--- src/rtl/mcrc_txframer.sv ---
// mcrc_txframer: MODBUS RTU transmit framer.
// Forwards payload bytes through a single output register, runs a MODBUS
// CRC-16 (init 0xFFFF, reflected poly 0xA001) over them and appends the CRC
// low byte then high byte, flagging the high byte as the end of frame.
// Payload bytes beyond MAXLEN-2 are acknowledged but dropped, and the sticky
// oversize flag records that this happened.

module mcrc_txframer #(
    parameter int MAXLEN = 256,
    parameter int LWIDTH = 9
) (
    input  logic        clk,
    input  logic        reset,
    input  logic        in_valid,
    input  logic [7:0]  in_data,
    input  logic        in_last,
    output logic        in_ready,
    output logic        out_valid,
    output logic [7:0]  out_data,
    output logic        out_last,
    input  logic        out_ready,
    output logic        busy,
    output logic        oversize,
    output logic [15:0] frame_count
);

    typedef enum logic [1:0] {
        ST_DATA,
        ST_CRCLO,
        ST_CRCHI
    } state_t;

    // Largest number of payload bytes that still leaves room for the CRC.
    localparam logic [LWIDTH-1:0] PAYMAX = LWIDTH'(MAXLEN - 2);

    state_t            state;
    logic [15:0]       crc;
    logic [LWIDTH-1:0] len;
    logic              reg_free;
    logic              accept;
    logic              keep;

    // One byte of the reflected MODBUS CRC-16, LSB first.
    function automatic logic [15:0] crc_step(input logic [15:0] c, input logic [7:0] d);
        logic [15:0] r;
        r = c ^ {8'h00, d};
        for (int i = 0; i < 8; i++) begin
            r = r[0] ? ((r >> 1) ^ 16'hA001) : (r >> 1);
        end
        return r;
    endfunction

    // The output register can take a new byte when empty or draining this cycle.
    assign reg_free = !out_valid || out_ready;
    assign in_ready = (state == ST_DATA) && reg_free;
    assign accept   = in_valid && in_ready;
    assign keep     = (len < PAYMAX);

    // Framer state machine, CRC engine, length counter and output register.
    always_ff @(posedge clk) begin
        if (reset) begin
            state       <= ST_DATA;
            crc         <= 16'hFFFF;
            len         <= '0;
            out_valid   <= 1'b0;
            out_data    <= 8'h00;
            out_last    <= 1'b0;
            busy        <= 1'b0;
            oversize    <= 1'b0;
            frame_count <= 16'h0000;
        end else begin
            if (out_valid && out_ready) begin
                out_valid <= 1'b0;
            end
            case (state)
                ST_DATA: begin
                    if (accept) begin
                        busy <= 1'b1;
                        if (keep) begin
                            out_data  <= in_data;
                            out_last  <= 1'b0;
                            out_valid <= 1'b1;
                            crc       <= crc_step(crc, in_data);
                            len       <= len + 1'b1;
                        end else begin
                            oversize <= 1'b1;
                        end
                        if (in_last) begin
                            state <= ST_CRCLO;
                        end
                    end
                end
                ST_CRCLO: begin
                    if (reg_free) begin
                        out_data  <= crc[7:0];
                        out_last  <= 1'b0;
                        out_valid <= 1'b1;
                        state     <= ST_CRCHI;
                    end
                end
                ST_CRCHI: begin
                    if (reg_free) begin
                        out_data    <= crc[15:8];
                        out_last    <= 1'b1;
                        out_valid   <= 1'b1;
                        crc         <= 16'hFFFF;
                        len         <= '0;
                        busy        <= 1'b0;
                        frame_count <= frame_count + 16'd1;
                        state       <= ST_DATA;
                    end
                end
                default: begin
                    state <= ST_DATA;
                end
            endcase
        end
    end

endmodule
--- config.mk ---
export PLATFORM = sky130hd
export DESIGN_NAME = mcrc_txframer
export DESIGN_NICKNAME = d
export VERILOG_FILES = /design/src/rtl/mcrc_txframer.sv
export SDC_FILE = /design/constraint.sdc
export NUM_CORES = 1
export LEC_CHECK = 0
export CORE_MARGIN = 2
export CORE_UTILIZATION = 41
export CTS_CLUSTER_SIZE = 12
export DETAILED_ROUTE_END_ITERATION = 8
export PLACE_DENSITY = 0.75
export REMOVE_ABC_BUFFERS = 1
export SYNTH_ARGS = -nofsm -noshare
export SYNTH_HDL_FRONTEND = slang
export SYNTH_SLANG_ARGS = --single-unit
export TNS_END_PERCENT = 10
--- constraint.sdc ---
create_clock -name clk -period 2.8 [get_ports clk]
set_clock_uncertainty 0.2 [all_clocks]
set_input_delay 0.42 -clock clk [delete_from_list [all_inputs] [get_ports clk]]
set_output_delay 0.42 -clock clk [all_outputs]
set_load 0.05 [all_outputs]
==> key figures <==
Finish
  • Nets: 366
  • Layout Cells excl Fill: 423
  • Fraction of layout cells with a size suffix above 1: 6.65%
  • Most frequent cells in the layout: nor2_1, dfxtp_1, clkdlybuf4s50_1
  • Fillers: 596
  • Synth-to-layout area growth: 23.9%
  • Reg area: 1100 um2
  • Multi-input logic area: 1440 um2
  • Antenna fix cells: 0

Critical path
  • Critical path endpoint category: register
  • CP max FO: 2
  • CP Cell Sequence: clkdlybuf4s50_1 -> xnor2_1 -> xnor2_1 -> xnor3_2 -> xnor2_2 -> xnor2_1 -> o211ai_2
  • CP max stage cell: xnor3_2
  • Max incr delay on CP: 0.49 ns
  • Critical path class: input port to register
  • Most frequent CP cell: xnor2_1
  • Critical path arrival: 2.31 ns
  • CP required: 2.78 ns
  • CP Launch Type: input port

Power and ir drop
  • Sw Pwr: 1.04 mW
  • Worst vdd rail ir drop: 0.459 mV
  • Gate power share: 44.0%
  • Pint: 1.72 mW
  • Leak: 1.33 nW
  • Tot Pwr: 2.76 mW
  • PwrDens: 845 nW/um2
  • Clock power frac: 19.8%
  • Switching part of the total power: 37.8%
  • Sequential Power Share: 36.2%

Routing
  • DRT Wirelength: 5540 um
  • Final ANT Viol Nets: 0
  • Via-per-instance ratio: 5.16
  • DR vias: 2183
  • Drt pass-1 iters: 4
  • DRT iter0 DRCs: 138
  • Drt drc: 0
  • DR WL/cell: 13.1 um

Clock tree
  • # H-tree levels: 2
  • CTS clk-pin slew, worst paths: 0.09 ns
  • Clk_lat worst skew: 0.31 ns
  • CTS max path bufs: 2
  • CTS tree: done
  • CTS buffer count: 5
  • # hold bufs at CTS: 0
  • Root Driver: clkbuf_8
  • Setup Fix Bufs, Post-CTS: 0
  • Clock sinks: 55

Yosys
  • Async set or reset register ratio after synthesis: 0%
  • Post-synth EDFFs: 0
  • Cell area after synthesis: 2640 um2
  • Seq/Total Area, Yosys: 41.8%
  • Synthesized flop and latch total: 55
  • Mean Syn Cell Area: 8.67 um2
  • Syn Inst Count: 304
  • Synth Flop Type: dfxtp_1
  • Synth Warn #: 0
  • Synth unique cells: 35

Placed design
  • DP HPWL: 3910 um
  • Post-Place Cells: 415
  • Gpl congestion: 0.835
  • Count of buffers from port buffering: 41

Timing
  • Final TNS setup: 0 ns
  • RSZ-0062 raised after global routing: no
  • Fin crit period: 2.33 ns
  • Fin crit share: 83.2%
  • Pins Over Slew Limit: 0
  • Hold Vio Cnt, Final: 0
  • Hold Worst Slack: 0.283 ns
  • Maximum clock rate: 0.429 GHz
  • Worst relative slew slack: 54.8%
  • Endpoints failing setup: 0
  • Worst slew pin tran: 0.677 ns

Flow run
  • Max-cap check violation count: 0

Floorplanning
  • Core Area: 6280 um2
  • Row count: 29
  • IO Count: 42
  • Die height: 84.2 um
  • Initial Util: 42.0%
  • Die Footprint: 7080 um2
  • DIE WIDTH: 84.2 um

Min path
  • Tightest Hold Check Type: register to register

Global routing
  • Remaining Overflow, GRT: 0
  • Largest net degree at the start of global routing: 37
  • GRT Overall Usage: 16.2%
  • Initial antenna violation count: 0
  • First-pass GRT wire length: 9580 um
  • Vias in the first global route: 2092

Status
  • Result of the run: finished, final reports clean
[per-stage QoR]
| stage | instance area, um2 | util (%) | setup WS [ns] |
|---|---|---|---|
| final | 3260 | 52.0 | 0.470 |
| after global routing | 3260 | 52.0 | 0.347 |
| after CTS | 3260 | 52.0 | 0.224 |
| after detailed placement | 3140 | 50.1 | 0.0446 |
| after global placement | 3140 | 50.1 | 0.0995 |
| after floorplan | 2570 | - | 0.0769 |
[flip-flops by register name, summed over array words and instances (netlist names)]
| signal | cells |
|---|---|
| len | 9 |
| state | 2 |
| out_data | 8 |
| frame_count | 16 |
| crc | 16 |
| oversize | 1 |
| busy | 1 |
| out_last | 1 |
| out_valid | 1 |
[cell usage after synthesis, types with 3 or more instances]
library cell / instances / share of area, %
a21oi_1: 12 / 2.3
a22oi_1: 9 / 2.6
and2_1: 4 / 0.95
and3_1: 3 / 0.71
buf_2: 3 / 0.57
clkbuf_1: 9 / 1.3
dfxtp_1: 55 / 42
ha_1: 8 / 3.8
inv_1: 7 / 1.0
mux2i_1: 12 / 4.6
nand2_1: 27 / 3.8
nand3_1: 13 / 2.5
nand4_1: 7 / 1.7
nor2_1: 56 / 8.0
nor3_1: 8 / 1.5
o21ai_0: 8 / 1.5
o21bai_1: 4 / 1.1
xnor2_1: 15 / 5.0
xor2_1: 23 / 7.6
[critical path, delay by kind of cell]
kind / cells / cell delay [ns]
buffers and inverters: 1 / 0.44
XOR/XNOR: 5 / 1.37
AO/OA/AOI/OAI: 1 / 0.08
[layout make-up]
class,count,share of cell area [%]
Clock buffer,6,2.53
Clock inverter,2,1.07
Inverter,7,0.805
Multi-Input combinational cell,227,44.2
Sequential cell,55,33.7
Tap cell,77,2.95
Timing Repair Buffer,49,14.7
[what timing repair did]
item	4_1_cts	5_1_grt
gates resized for setup	0	1
endpoints found under the hold margin	0	0
setup endpoints to repair	0	1
[cell families (layout without fill, tap and decap cells)]
family | Yosys count | count (layout) | share of synthesized area [%]
adder cells (fa/ha/maj) | 8 | 8 | 3.80
buffers and inverters | 22 | 64 | 3.56
XOR/XNOR | 41 | 41 | 14.8
flip-flops | 55 | 55 | 41.8
AO/OA/AOI/OAI | 45 | 45 | 11.5
multiplexers | 12 | 12 | 4.56
AND/OR/NAND/NOR | 121 | 121 | 20.0
[routing by layer]
layer	global-route usage [%]	share of wire, %
met2	26.0	48
met5	0	0
met1	21.9	48
met3	3.34	2.6
met4	4.99	1.6
[power groups by stage]
stage          Clock [mW]  Sequential [mW]  Combinational [mW]
2_1_floorplan           0             1.14               0.764
3_3_place_gp            0             1.01                1.19
3_5_place_dp            0             1.01                1.21
4_1_cts             0.558            0.999                1.21
5_1_grt             0.585             1.01                1.33
6_report            0.547             1.00                1.21
[path summary, 6_finish.rpt]
check / from / slack [ns] / end / depth (start not counted)
worst max register to register: state[0] / 0.55 / crc[10] / 8
worst min-delay path: len[8] / 0.28 / len[8] / 2
worst min register to register: len[8] / 0.28 / len[8] / 2
worst max-delay path: in_data[3] / 0.47 / crc[0] / 7
Power figures use the tool's default switching activity.
